File: config.mk
export PLATFORM = sky130hd
export DESIGN_NAME = pipe_ctrl_flat
export DESIGN_NICKNAME = d
export VERILOG_FILES = /design/src/rtl/pipe_ctrl_if.sv /design/src/rtl/pipe_ctrl.sv /design/src/flat_wrapper.sv
export SDC_FILE = /design/constraint.sdc
export NUM_CORES = 1
export LEC_CHECK = 0
export ABC_AREA = 1
export BUFFER_PORTS_ARGS = -buffer_cell sky130_fd_sc_hd__buf_2
export CORE_AREA = 2 2 60 119
export DETAILED_ROUTE_END_ITERATION = 10
export DIE_AREA = 0 0 62 121
export PLACE_DENSITY = 0.8
export REMOVE_ABC_BUFFERS = 1
export SLEW_MARGIN = 20
export SYNTH_ARGS = -nofsm -noshare
export SYNTH_HDL_FRONTEND = slang
export SYNTH_SLANG_ARGS = --single-unit
File: constraint.sdc
create_clock -name clk -period 1.5 [get_ports clk]
set_clock_uncertainty 0.1 [all_clocks]
set_input_delay 0.3 -clock clk [delete_from_list [all_inputs] [get_ports clk]]
set_output_delay 0.3 -clock clk [all_outputs]
set_load 0.02 [all_outputs]
File: src/rtl/pipe_ctrl_if.sv
// Pipeline control bundle: hazard/divider/exception requests in,
// stall/flush/redirect and divider handshake out.
interface pipe_ctrl_if #(
  parameter int CNT_W = 32
);
  logic             stallreq_id;
  logic             ex_div_req;
  logic             div_ready;
  logic             excp_valid;
  logic             excp_is_eret;
  logic [31:0]      cp0_epc;
  logic [5:0]       stall;
  logic             flush;
  logic [31:0]      new_pc;
  logic             div_start;
  logic             div_cancel;
  logic             div_busy;
  logic             div_timeout;
  logic [CNT_W-1:0] stall_cnt;

  modport master (
    output stallreq_id, ex_div_req, div_ready,
    output excp_valid, excp_is_eret, cp0_epc,
    input  stall, flush, new_pc,
    input  div_start, div_cancel, div_busy,
    input  div_timeout, stall_cnt
  );

  modport slave (
    input  stallreq_id, ex_div_req, div_ready,
    input  excp_valid, excp_is_eret, cp0_epc,
    output stall, flush, new_pc,
    output div_start, div_cancel, div_busy,
    output div_timeout, stall_cnt
  );
endinterface

File: src/rtl/pipe_ctrl.sv
// Pipeline sequencing controller: stall vector, exception/ERET flush
// and redirect, and the multi-cycle divider start/wait/cancel handshake.
module pipe_ctrl #(
  parameter logic [31:0] EXC_VECTOR  = 32'hBFC00380,
  parameter int          DIV_TIMEOUT = 40,
  parameter int          CNT_W       = 32
) (
  input  logic       clk,
  input  logic       rst,
  pipe_ctrl_if.slave bus
);
  localparam int WCW = $clog2(DIV_TIMEOUT + 1);
  localparam logic [WCW-1:0] WMAX = WCW'(DIV_TIMEOUT);
  localparam logic [5:0] ST_EX = 6'b001111;
  localparam logic [5:0] ST_ID = 6'b000111;

  typedef enum logic {
    RUN,
    DIV_WAIT
  } state_e;

  state_e           state_q, state_d;
  logic [WCW-1:0]   wcnt_q, wcnt_d;
  logic             tmo_q;
  logic [CNT_W-1:0] scnt_q;

  logic [5:0]  stall_c;
  logic        flush_c;
  logic [31:0] new_pc_c;
  logic        start_c;
  logic        cancel_c;

  always_comb begin
    stall_c  = '0;
    flush_c  = 1'b0;
    new_pc_c = '0;
    start_c  = 1'b0;
    cancel_c = 1'b0;
    state_d  = state_q;
    wcnt_d   = wcnt_q;
    if (rst) begin
      state_d = RUN;
      wcnt_d  = '0;
    end else if (bus.excp_valid) begin
      flush_c  = 1'b1;
      new_pc_c = bus.excp_is_eret ? bus.cp0_epc
                                  : EXC_VECTOR;
      cancel_c = (state_q == DIV_WAIT);
      state_d  = RUN;
      wcnt_d   = '0;
    end else begin
      unique case (state_q)
        RUN: begin
          if (bus.ex_div_req) begin
            start_c = 1'b1;
            stall_c = ST_EX;
            state_d = DIV_WAIT;
            wcnt_d  = '0;
          end else if (bus.stallreq_id) begin
            stall_c = ST_ID;
          end
        end
        DIV_WAIT: begin
          if (bus.div_ready) begin
            // EX retires the quotient at this edge
            stall_c = bus.stallreq_id ? ST_ID : '0;
            state_d = RUN;
          end else begin
            stall_c = ST_EX;
            if (wcnt_q != WMAX)
              wcnt_d = wcnt_q + WCW'(1);
          end
        end
        default: state_d = RUN;
      endcase
    end
  end

  always_ff @(posedge clk) begin
    if (rst) begin
      state_q <= RUN;
      wcnt_q  <= '0;
      tmo_q   <= 1'b0;
      scnt_q  <= '0;
    end else begin
      state_q <= state_d;
      wcnt_q  <= wcnt_d;
      if (state_q == DIV_WAIT && wcnt_d == WMAX)
        tmo_q <= 1'b1;
      if (stall_c[0])
        scnt_q <= scnt_q + CNT_W'(1);
    end
  end

  assign bus.stall       = stall_c;
  assign bus.flush       = flush_c;
  assign bus.new_pc      = new_pc_c;
  assign bus.div_start   = start_c;
  assign bus.div_cancel  = cancel_c;
  assign bus.div_busy    = (state_q == DIV_WAIT);
  assign bus.div_timeout = tmo_q;
  assign bus.stall_cnt   = scnt_q;
endmodule

File: src/flat_wrapper.sv
// flat-port wrapper written by rule: the top's interface ports become plain ports
module pipe_ctrl_flat 
#(
  parameter logic [31:0] EXC_VECTOR  = 32'hBFC00380,
  parameter int          DIV_TIMEOUT = 40,
  parameter int          CNT_W       = 32
)
  (clk, rst, bus_stallreq_id, bus_ex_div_req, bus_div_ready, bus_excp_valid, bus_excp_is_eret, bus_cp0_epc, bus_stall, bus_flush, bus_new_pc, bus_div_start, bus_div_cancel, bus_div_busy, bus_div_timeout, bus_stall_cnt);
  pipe_ctrl_if #(.CNT_W(CNT_W)) bus_i ();
  input  logic clk;
  input  logic rst;
  input wire logic [$bits(bus_i.stallreq_id)-1:0] bus_stallreq_id;
  input wire logic [$bits(bus_i.ex_div_req)-1:0] bus_ex_div_req;
  input wire logic [$bits(bus_i.div_ready)-1:0] bus_div_ready;
  input wire logic [$bits(bus_i.excp_valid)-1:0] bus_excp_valid;
  input wire logic [$bits(bus_i.excp_is_eret)-1:0] bus_excp_is_eret;
  input wire logic [$bits(bus_i.cp0_epc)-1:0] bus_cp0_epc;
  output wire logic [$bits(bus_i.stall)-1:0] bus_stall;
  output wire logic [$bits(bus_i.flush)-1:0] bus_flush;
  output wire logic [$bits(bus_i.new_pc)-1:0] bus_new_pc;
  output wire logic [$bits(bus_i.div_start)-1:0] bus_div_start;
  output wire logic [$bits(bus_i.div_cancel)-1:0] bus_div_cancel;
  output wire logic [$bits(bus_i.div_busy)-1:0] bus_div_busy;
  output wire logic [$bits(bus_i.div_timeout)-1:0] bus_div_timeout;
  output wire logic [$bits(bus_i.stall_cnt)-1:0] bus_stall_cnt;
  assign bus_i.stallreq_id = bus_stallreq_id;
  assign bus_i.ex_div_req = bus_ex_div_req;
  assign bus_i.div_ready = bus_div_ready;
  assign bus_i.excp_valid = bus_excp_valid;
  assign bus_i.excp_is_eret = bus_excp_is_eret;
  assign bus_i.cp0_epc = bus_cp0_epc;
  assign bus_stall = bus_i.stall;
  assign bus_flush = bus_i.flush;
  assign bus_new_pc = bus_i.new_pc;
  assign bus_div_start = bus_i.div_start;
  assign bus_div_cancel = bus_i.div_cancel;
  assign bus_div_busy = bus_i.div_busy;
  assign bus_div_timeout = bus_i.div_timeout;
  assign bus_stall_cnt = bus_i.stall_cnt;
  pipe_ctrl #(.EXC_VECTOR(EXC_VECTOR), .DIV_TIMEOUT(DIV_TIMEOUT), .CNT_W(CNT_W)) u_core (.clk(clk), .rst(rst), .bus(bus_i));
endmodule
-- Word level (Yosys, flattened, before mapping)
Cells that the tools add are included.
- output and inout bits: 75
- bits in registers: 40
- bits of input ports: 39
- reductions and logical operators: 2
- equal/unequal tests: 2
- bitwise logic cells: 1
- muxes and demuxes: 25
- add/subtract/negate cells: 2
- operators by type and width (cell ; count):
    two-way mux 32 bit ; 3
    two-way mux 6 bit ; 8
    adder 32 x 1 -> 32 bit, second input constant ; 1
    one-hot mux 6 bit (2 select lines) ; 2
    two-way mux 1 bit ; 9
    adder 6 x 1 -> 6 bit, second input constant ; 1
    equality test 6 bit, second input constant ; 1
    != test 6 bit, second input constant ; 1
    two-way mux 4 bit ; 1
    two-way mux 3 bit ; 1
    one-hot mux 1 bit (2 select lines) ; 1
    OR reduction 2 bit ; 1
    logical AND 1 bit ; 1
    NOT 1 bit ; 1

-- Logic depth before layout (Yosys ltp)
Gate-level depths: netlist (run 1).
- depth in word-level cells: 8
- mapped depth: 13

-- Worst setup path before layout (run 1)
No wires, ideal clock.
- path type: input to output
- start point: in bus_excp_valid
- end point: out bus_new_pc[22]
- stages on the path: 5
- arrival: 1383 ps
- path buffers: 1
- slack: -283 ps
- cell sequence: inv_1 nor2_1 inv_1 clkbuf_1 a21oi_1
- word-level cells in the longest chain between the ends: 2
- RTL lines (item ; RTL line ; text):
    from (decl) ; flat_wrapper.sv:15 ; input wire logic [$bits(bus_i.excp_valid)-1:0] bus_excp_valid;
    two-way mux 32 bit ; pipe_ctrl.sv:44 ; end else if (bus.excp_valid) begin
    two-way mux 32 bit ; pipe_ctrl.sv:41 ; if (rst) begin
    to (decl) ; flat_wrapper.sv:20 ; output wire logic [$bits(bus_i.new_pc)-1:0] bus_new_pc;
Every way passes these cells.

-- Worst setup path after layout (run 1)
- start point: reg u_core.state_q, in the netlist u_core.bus.div_busy
- end point: reg u_core.scnt_q[8], in the netlist u_core.bus.stall_cnt[8]
- word-level cells in the longest chain between the ends: 4
- RTL lines (item ; RTL line ; text):
    from (decl) ; pipe_ctrl.sv:22 ; state_e state_q, state_d;
    from (signal assigned) ; pipe_ctrl.sv:86 ; state_q <= state_d;
    NOT 1 bit ; pipe_ctrl.sv:52 ; unique case (state_q)
    one-hot mux 6 bit (2 select lines) (*) ; pipe_ctrl.sv:52 ;
    two-way mux 6 bit (*) ; pipe_ctrl.sv:44 ;
    two-way mux 6 bit (*) ; pipe_ctrl.sv:41 ;
    to (signal assigned) ; pipe_ctrl.sv:91 ; scnt_q <= scnt_q + CNT_W'(1);
    to (decl) ; pipe_ctrl.sv:25 ; logic [CNT_W-1:0] scnt_q;
Every way passes the cells marked *; elsewhere a longest branch is shown, timed or not.
A chain may end at the register's enable or synchronous reset.

==> results of run 1 <==
## worst min-delay path, stage by stage (launching register included)
cell and delay [ps]:
dfxtp_1 310, inv_1 40, a21oi_1 50
## power breakdown
| part | switching [mW] | internal (mW) | leakage [nW] |
|---|---|---|---|
| logic | 0.341 | 0.284 | 2.08 |
| registers | 0.0116 | 1.06 | 0.338 |
| clock network | 0.460 | 0.656 | 0.0766 |
| total | 0.812 | 2.00 | 2.50 |
## path summary, 6_finish.rpt
path,start,endpoint,depth (start not counted)
worst max-delay path,u_core.bus.div_busy,u_core.bus.stall_cnt[8],10
worst max register to register,u_core.bus.div_busy,u_core.bus.stall_cnt[8],10
worst min-delay path,u_core.bus.div_timeout,u_core.bus.div_timeout,2
worst min register to register,u_core.bus.div_timeout,u_core.bus.div_timeout,2
## registers in the layout, summed over array words and instances, names as in the netlist
| signal | flops |
|---|---|
| u_core.bus.div_busy | 1 |
| u_core.bus.div_timeout | 1 |
| u_core.wcnt_q | 6 |
| u_core.bus.stall_cnt | 32 |
## area by class of cell
type / instances / area [µm²] / share of cell area
Multi-Input combinational cell: 351 / 2180 / 0.424
Inverter: 73 / 297 / 0.0577
Sequential cell: 40 / 852 / 0.166
Clock inverter: 2 / 10.0 / 0.00195
Clock buffer: 6 / 139 / 0.0270
Tap cell: 88 / 110 / 0.0214
Timing Repair Buffer: 199 / 1560 / 0.303
## per-layer routing
| metal | vias up | part of all wire |
|---|---|---|
| li1 | 1872 | - |
| met1 | 1921 | 0.31 |
| met2 | 291 | 0.54 |
| met3 | 93 | 0.070 |
| met4 | 0 | 0.081 |
| met5 | - | 0 |
## per-stage QoR
stage	setup WS (ps)	setup TNS (ps)	hold WS (ps)	power (mW)
after floorplan	-511	-21660	269	1.28
after global placement	-61.5	-554	336	1.49
after detailed placement	-115	-3520	339	1.49
after CTS	-116	-619	348	2.63
after global routing	-255	-5880	374	2.89
final	-169	-3920	342	2.81
## layout by cell type (no fill, tap or decap), types with 2 or more instances in the layout
master	instances
ha_4	2
nand3_4	2
nand2_4	8
o21ai_0	2
buf_4	69
clkbuf_16	9
nor2_4	22
nor3_1	3
nor2_1	31
nand2_2	38
conb_1	2
dfxtp_4	8
inv_4	2
inv_2	9
buf_6	28
xor2_1	7
nand4_1	8
nand3_2	4
clkinv_2	2
nor3_2	6
buf_8	5
inv_1	60
buf_2	88
nor3_4	6
o21ai_2	3
nand3b_1	11
xnor2_1	2
a21oi_2	7
nand3_1	12
nor2_2	21
dfxtp_2	17
dfxtp_1	15
buf_12	4
a21oi_1	40
nand2_1	107
## cell families (layout without fill, tap and decap cells)
kind of cell,after synthesis,count (layout),share of synthesized area
AND/OR/NAND/NOR,280,280,0.433
flip-flops,40,40,0.282
XOR/XNOR,11,11,0.0340
other,1,2,0.00132
adder cells (fa/ha/maj),3,3,0.0132
buffers and inverters,90,280,0.134
AO/OA/AOI/OAI,55,55,0.103
## what timing repair did
action / 4_1_cts / 5_1_grt
endpoints found under the hold margin: 0 / 0
pin swaps: 6 / 28
resized for setup: 65 / 194
setup buffers: 3 / 13
setup endpoints to repair: 59 / 64
cloned: 1 / 5
==> key figures, run 1 <==
Floorplan
  • Num rows: between 40 and 50
  • Die width: roughly 62 µm
  • Core Box Area: about 6600 µm²
  • Die Y: ~120 µm
  • Initial core utilization: 0.432
  • Die area: between 7000 and 8000 µm²
  • I/O pin cnt: approximately 110

Logic synthesis
  • Syn_area_per_cell: around 5.9 µm²
  • Synth cell count leaders: nand2_1, inv_1, nor2_1
  • Top cell type's share of synthesized area: 0.282
  • Synthesized flop and latch total: 40
  • Synth area leaders: dfxtp_1, nand2_1, inv_1, nor2_1, a21oi_1
  • Top-count cell post-synth: nand2_1
  • Dominant synthesized flop cell: dfxtp_1
  • Seq/Total Area, Yosys: 0.282
  • Number of synthesized flops with an enable pin: 0
  • Largest area contributor in the netlist: dfxtp_1
  • Cell variety after synth: 31
  • Cell area after synthesis: about 2800 µm²
  • Cell count after synthesis: 480
  • Post-synth ARST share: 0
  • Yosys warns: 0

Setup path
  • Critical-path cell list: clkinv_4 -> nor2_4 -> o21ai_4 -> nand2_4 -> buf_6 -> clkinv_8 -> nor2_4 -> nand2_1 -> xor2_1 -> nor2_1
  • Crit path required time: approximately 1600 ps
  • Slowest CP cell: dfxtp_4
  • FF-to-FF setup slack: -170 ps
  • CP Launch Type: flip-flop
  • Buf/Inv on CP: 3
  • Max FO, Critical Path: 6
  • WS Path Type: flip-flop to flip-flop
  • CP endpoint kind: flip-flop
  • Top cell by count, worst path: nor2_4
  • Crit path DAT: roughly 1700 ps
  • CP delay by family, top: simple AND/OR/NAND/NOR gates
  • CP max stage delay: 370 ps

Global route
  • Top Usage Layer GRT: met2
  • Grt total ovfl: 0
  • Routing usage on met1: 0.260
  • Met3 usage: 0.0448
  • Pin count of the biggest net entering global routing: 29
  • Total track usage: 0.276
  • Vias in the first global route: around 3,700
  • First-pass GRT wire length: ~16,000 µm
  • GRT met2 Usage: 0.511
  • Initial antenna violation count: 0

Drt
  • DRC: 0
  • 1st-pass router iterations: 6
  • Routed vias/inst: ~5.5
  • Final wirelength: roughly 13,000 µm
  • Iteration-0 DRC Markers: around 350
  • Number of nets with antenna violations after routing: 0
  • Vias: ~4,200
  • Routed len/inst: ~18 µm

Timing
  • Final setup viols: 39
  • Max-slew violations: 0
  • Final Cycle Share: 1.11
  • FMAX: about 600 MHz
  • Minimum clock period: between 1500 and 2000 ps
  • RSZ-0062 raised after global routing: true
  • Final Hold Viols: 0
  • Fin worst setup slack: -169 ps

Placement
  • Post-DP HPWL: 7590 µm
  • Cells after DPL: 730
  • Gp weighted congestion: just under 1
  • Placed inst area: approximately 3900 µm²
  • Port buffer count: roughly 110

Power
  • Leakage: ~2.5 nW
  • VDD IR max: between 500 and 600 µV
  • P per Cell Area: between 500 and 600 nW/µm²

Clock network
  • Root Driver: clkbuf_16
  • Reg clk slew, reported paths: 60 ps
  • CTS Buffer Depth: 2
  • # clock sinks: 40
  • Hold_buf cts: 0
  • H-tree levels: 2
  • Clk_lat worst skew: 290 ps
  • TritonCTS buffer count: 5
  • CTS tree: done

Final layout
  • Final instance area: between 5000 and 6000 µm²
  • Antenna Cells: 0
  • Post-Layout Cell Count: roughly 760
  • Area grow syn2layout: 81.3%
  • Fin util: 0.783
  • Nets: 712
  • Fillers: 379
  • Layout cells sized above 1: 0.547

Hold path
  • Hold Path Class: flip-flop to flip-flop

Flow run
  • Max Cap Viol: 0

Run status
  • Status: finished, violations left
  • Failing checks: setup timing
(Power assumes the default switching activity.)
==> inputs of run 2 (changes only) <==
--- a/config.mk
+++ b/config.mk
@@ -12,6 +12,7 @@
 export DIE_AREA = 0 0 62 121
 export PLACE_DENSITY = 0.8
 export REMOVE_ABC_BUFFERS = 1
+export SKIP_CTS_REPAIR_TIMING = 1
 export SLEW_MARGIN = 20
 export SYNTH_ARGS = -nofsm -noshare
 export SYNTH_HDL_FRONTEND = slang
==> constraint.sdc (replaced) <==
create_clock -name clk -period 1.5 [get_ports clk]
set_clock_uncertainty 0.1 [all_clocks]
set_input_delay 0.225 -clock clk [delete_from_list [all_inputs] [get_ports clk]]
set_output_delay 0.225 -clock clk [all_outputs]
set_load 0.05 [all_outputs]
==> key figures, run 2 (same netlist as run 1, synthesis figures left out) <==
Floorplan
  • I/O pin cnt: 114 (unchanged)
  • Core Box Area: 6570 µm² (unchanged)
  • Initial core utilization: 0.432 (unchanged)
  • Die width: 62 µm (unchanged)
  • Die area: 7500 µm² (unchanged)
  • Num rows: 42 (unchanged)
  • Die Y: 121 µm (unchanged)

Power
  • Pwr Total: 2.70 mW (-3.9%)
  • P per Cell Area: 563 nW/µm² (+3.0%)
  • VDD IR max: 553 µV (-3.8%)
  • Leakage: 2.40 nW (-3.8%)

Setup path
  • Crit path required time: 1620 ps (+50 ps)
  • Max FO, Critical Path: 4 (-2)
  • Crit path DAT: 1750 ps (about the same)
  • CP endpoint kind: flip-flop
  • CP Launch Type: flip-flop
  • WS Path Type: flip-flop to flip-flop

Placement
  • Post-DP HPWL: 7580 µm (-0.14%)
  • Gp weighted congestion: 0.975 (-1.7%)
  • Port buffer count: 111 (unchanged)
  • Worst slack at placement: -81.6 ps (+33.0 ps)
  • Placed inst area: 3920 µm² (-0.32%)

Global route
  • Pin count of the biggest net entering global routing: 21 (-28%)
  • Grt total ovfl: 0 (unchanged)
  • Total track usage: 0.260 (-0.0157)
  • Vias in the first global route: 3,409 (-7.8%)
  • Initial antenna violation count: 0 (unchanged)
  • First-pass GRT wire length: 14,800 µm (-6.0%)

Drt
  • Routed vias/inst: 5.33 (-3.2%)
  • DRC: 0 (unchanged)
  • Number of nets with antenna violations after routing: 0 (unchanged)
  • Final wirelength: 11,700 µm (-12%)
  • 1st-pass router iterations: 6 (unchanged)
  • Routed len/inst: 15.6 µm (-11%)
  • Iteration-0 DRC Markers: 298 (-16%)
  • Vias: 3,992 (-4.4%)

Final layout
  • Fin util: 0.730 (-0.0528)
  • Commonest non-fill, non-tap cells in the layout: nand2_1, buf_2, buf_4, inv_1, nor2_1
  • Max FFs per register: 32 (unchanged)
  • Most common cell after layout, fill and taps aside: nand2_1
  • Layout cells sized above 1: 0.520 (-0.0265)
  • Area grow syn2layout: 69.0%
  • Fillers: 466 (+23%)
  • Antenna Cells: 0 (unchanged)
  • Nets: 703 (-1.3%)
  • Final instance area: 4800 µm² (-6.7%)

Timing
  • Minimum clock period: 1630 ps (-37.5 ps)
  • Max-slew violations: 0 (unchanged)
  • Fin worst setup slack: -131 ps (+37.5 ps)
  • RSZ-0062 raised after global routing: true
  • Final Hold Viols: 0 (unchanged)
  • Final setup viols: 21 (-46%)
  • FMAX: 613 MHz (+2.3%)
  • Final Cycle Share: 1.09 (-0.0250)

Flow run
  • Max Cap Viol: 0 (unchanged)

Run status
  • Status: finished, violations left
  • Failing checks: setup timing

Clock network
  • # clock sinks: 40 (unchanged)
  • Reg clk slew, reported paths: 60 ps (about the same)
  • Root Driver: clkbuf_16
  • CTS Buffer Depth: 2 (unchanged)
  • TritonCTS buffer count: 5 (unchanged)
  • Clk_lat worst skew: 300 ps (about the same)
  • H-tree levels: 2 (unchanged)
  • CTS tree: done

Hold path
  • Hold Path Class: primary input to flip-flop
## run 2: critical path, stage by stage, from the launching register on
cell and delay [ps]:
dfxtp_4 380, nand2_4 80, nor3_4 230, nand2_2 130, nor2_4 180, xor2_1 250
nand2_2 70, a21oi_1 140
## run 2: worst paths after layout
check | startpoint | end | slack, ps | cells after the start
setup / recovery | u_core.bus.stall_cnt[5] | u_core.bus.stall_cnt[10] | -130 | 7
hold / removal | bus_excp_valid | u_core.bus.div_busy | 240 | 5
setup reg to reg | u_core.bus.stall_cnt[5] | u_core.bus.stall_cnt[10] | -130 | 7
hold reg to reg | u_core.bus.div_timeout | u_core.bus.div_timeout | 370 | 2
## run 2: area by class of cell
class	instances	area (µm²)	area share
multi-input combinational	351	2100	0.437
timing repair buffer	190	1310	0.272
sequential	40	867	0.181
inverter	73	284	0.0592
clock buffer	6	129	0.0269
tap	88	110	0.0230
clock inverter	1	5.00	0.00104
## run 2: through the flow
step,setup TNS [ps],hold WS (ps),cells
6_report,-1220,236,749
5_1_grt,-3100,258,749
4_1_cts,-1710,238,737
3_5_place_dp,-591,349,730
3_3_place_gp,-77.7,348,730
2_1_floorplan,-62740,194,464
## run 2: where the power goes
part / internal, mW / leakage, nW / switching [mW]
Clock: 0.606 / 0.0667 / 0.452
Combinational: 0.195 / 2.00 / 0.386
Sequential: 1.05 / 0.341 / 0.0111
Total: 1.85 / 2.40 / 0.849
## run 2: layer usage
layer	global-route usage	vias up	wire length, µm
met5	0	-	0
met4	0.137	0	736
met3	0.0480	60	693
met2	0.494	224	6490
met1	0.236	1854	3770
li1	-	1854	-
==> inputs of run 3 (changes only) <==
--- a/config.mk
+++ b/config.mk
@@ -6,8 +6,9 @@
 export NUM_CORES = 1
 export LEC_CHECK = 0
 export ABC_AREA = 1
-export BUFFER_PORTS_ARGS = -buffer_cell sky130_fd_sc_hd__buf_2
+export BUFFER_PORTS_ARGS = -buffer_cell sky130_fd_sc_hd__buf_4
 export CORE_AREA = 2 2 60 119
+export CTS_CLUSTER_SIZE = 30
 export DETAILED_ROUTE_END_ITERATION = 10
 export DIE_AREA = 0 0 62 121
 export PLACE_DENSITY = 0.8
==> key figures, run 3 (same netlist as run 1, synthesis figures left out) <==
Clock network
  • Reg clk slew, reported paths: 60 ps (about the same)
  • H-tree levels: 2 (unchanged)
  • CTS Buffer Depth: 2 (unchanged)
  • TritonCTS buffer count: 5 (unchanged)
  • CTS tree: done
  • # clock sinks: 40 (unchanged)
  • Clk_lat worst skew: 300 ps (about the same)
  • Root Driver: clkbuf_16

Timing
  • Final hold slack: 241 ps (+5.28 ps)
  • Fin worst setup slack: -136 ps (-4.95 ps)
  • Final Hold Viols: 0 (unchanged)
  • RSZ-0062 raised after global routing: true
  • Max-slew violations: 0 (unchanged)
  • FMAX: 611 MHz (-0.30%)
  • Minimum clock period: 1640 ps (+4.95 ps)
  • Final setup viols: 19 (-9.5%)
  • Final Cycle Share: 1.09 (+0.00330)

Global route
  • Pin count of the biggest net entering global routing: 29 (+38%)
  • Total track usage: 0.273 (+0.0124)
  • Grt total ovfl: 0 (unchanged)
  • First-pass GRT wire length: 15,200 µm (+2.9%)
  • Vias in the first global route: 3,508 (+2.9%)
  • Initial antenna violation count: 0 (unchanged)

Floorplan
  • Num rows: 42 (unchanged)
  • Die Y: 121 µm (unchanged)
  • Die area: 7500 µm² (unchanged)
  • I/O pin cnt: 114 (unchanged)
  • Die width: 62 µm (unchanged)
  • Core Box Area: 6570 µm² (unchanged)
  • Initial core utilization: 0.432 (unchanged)

Final layout
  • Layout cells sized above 1: 0.513 (-0.00753)
  • Multi-input logic area: 2090 µm² (-0.36%)
  • Fillers: 442 (-5.2%)
  • Max FFs per register: 32 (unchanged)
  • Antenna Cells: 0 (unchanged)
  • Commonest non-fill, non-tap cells in the layout: buf_4, nand2_1, inv_1, a21oi_1, nor2_1
  • Seq. cell area: 871 µm² (+0.43%)
  • Most common cell after layout, fill and taps aside: buf_4
  • Area grow syn2layout: 75.6%
  • Nets: 700 (-0.43%)

Drt
  • Iteration-0 DRC Markers: 324 (+8.7%)
  • Final wirelength: 11,900 µm (+1.7%)
  • Routed vias/inst: 5.32 (-0.13%)
  • DRC: 0 (unchanged)
  • Vias: 3,976 (-0.40%)
  • 1st-pass router iterations: 6 (unchanged)
  • Number of nets with antenna violations after routing: 0 (unchanged)
  • Routed len/inst: 15.9 µm (+1.9%)

Power
  • P per Cell Area: 559 nW/µm² (-0.67%)
  • VDD IR max: 721 µV (+30%)
  • Leakage: 2.46 nW (+2.4%)

Placement
  • Gp weighted congestion: 0.965 (-0.97%)
  • Worst slack at placement: -108 ps (-26.0 ps)
  • Port buffer count: 111 (unchanged)
  • Post-DP HPWL: 7650 µm (+0.99%)

Run status
  • Status: finished, violations left
  • Failing checks: setup timing

Setup path
  • Critical-path cell list: inv_4 -> nor2_4 -> o21ai_4 -> buf_4 -> nand2_2 -> buf_4 -> a21oi_1 -> nor2_1
  • CP delay by family, top: buffers and inverters
  • CP max stage delay: 360 ps (-20 ps)
  • WS Path Type: flip-flop to flip-flop
  • Slowest CP cell: dfxtp_4
  • Buf/Inv on CP: 3 (+3)
  • CP endpoint kind: flip-flop
  • CP Launch Type: flip-flop
  • Crit path required time: 1570 ps (-50 ps)
  • Max FO, Critical Path: 6 (+2)
  • Top cell by count, worst path: buf_4
  • Crit path DAT: 1710 ps (-40 ps)

Hold path
  • Hold Path Class: primary input to flip-flop

Flow run
  • Max Cap Viol: 0 (unchanged)
-- run 3: cell count changes in the layout (fill, tap and decap cells not counted), sizes merged --
cell | before | now
clkbuf | 16 | 6
buf | 180 | 186
clkinv | 1 | 2
nand2 | 153 | 154
-- run 3: worst reg2reg max path, cell delays in order (launching register included) --
cell and delay (ps):
dfxtp_4 360, inv_4 80, nor2_4 50, o21ai_4 200, buf_4 140, nand2_2 130
buf_4 200, a21oi_1 170, nor2_1 70
-- run 3: cell type report --
type / count / area share
multi-input cells: 352 / 0.419
repair buffers: 186 / 0.297
flip-flops and latches: 40 / 0.175
inverters: 73 / 0.0570
clock buffers: 6 / 0.0279
well taps: 88 / 0.0221
clock inverters: 2 / 0.00201
-- run 3: final timing paths --
| path | startpoint | endpoint | slack (ps) | cells past startpoint |
|---|---|---|---|---|
| max reg2reg | u_core.bus.div_busy | u_core.bus.stall_cnt[5] | -140 | 8 |
| max | u_core.bus.div_busy | u_core.bus.stall_cnt[5] | -140 | 8 |
| min | bus_excp_valid | u_core.bus.div_busy | 240 | 5 |
| min reg2reg | u_core.bus.div_timeout | u_core.bus.div_timeout | 350 | 2 |
-- run 3: per-stage QoR --
stage	setup TNS [ps]	instances	power [mW]	area, µm²	utilization
after floorplan	-62740	464	1.39	2740	-
after global placement	-191	725	1.64	4180	0.636
after detailed placement	-960	725	1.65	4180	0.636
after CTS	-1740	733	2.75	4320	0.658
after global routing	-3260	747	2.87	4980	0.759
final	-1170	747	2.79	4980	0.759
-- run 3: power breakdown --
group / internal, mW / switching (mW) / leakage [nW] / total [mW]
Combinational: 0.224 / 0.384 / 2.04 / 0.608
Clock: 0.657 / 0.463 / 0.0766 / 1.12
Sequential: 1.05 / 0.0119 / 0.341 / 1.06
Total: 1.93 / 0.859 / 2.46 / 2.79
-- run 3: routing by layer --
| metal | vias up | wire (µm) | GRT usage |
|---|---|---|---|
| met3 | 74 | 910 | 0.0640 |
| li1 | 1838 | - | - |
| met1 | 1807 | 3700 | 0.243 |
| met2 | 257 | 6560 | 0.514 |
| met4 | 0 | 712 | 0.144 |
| met5 | - | 0 | 0 |
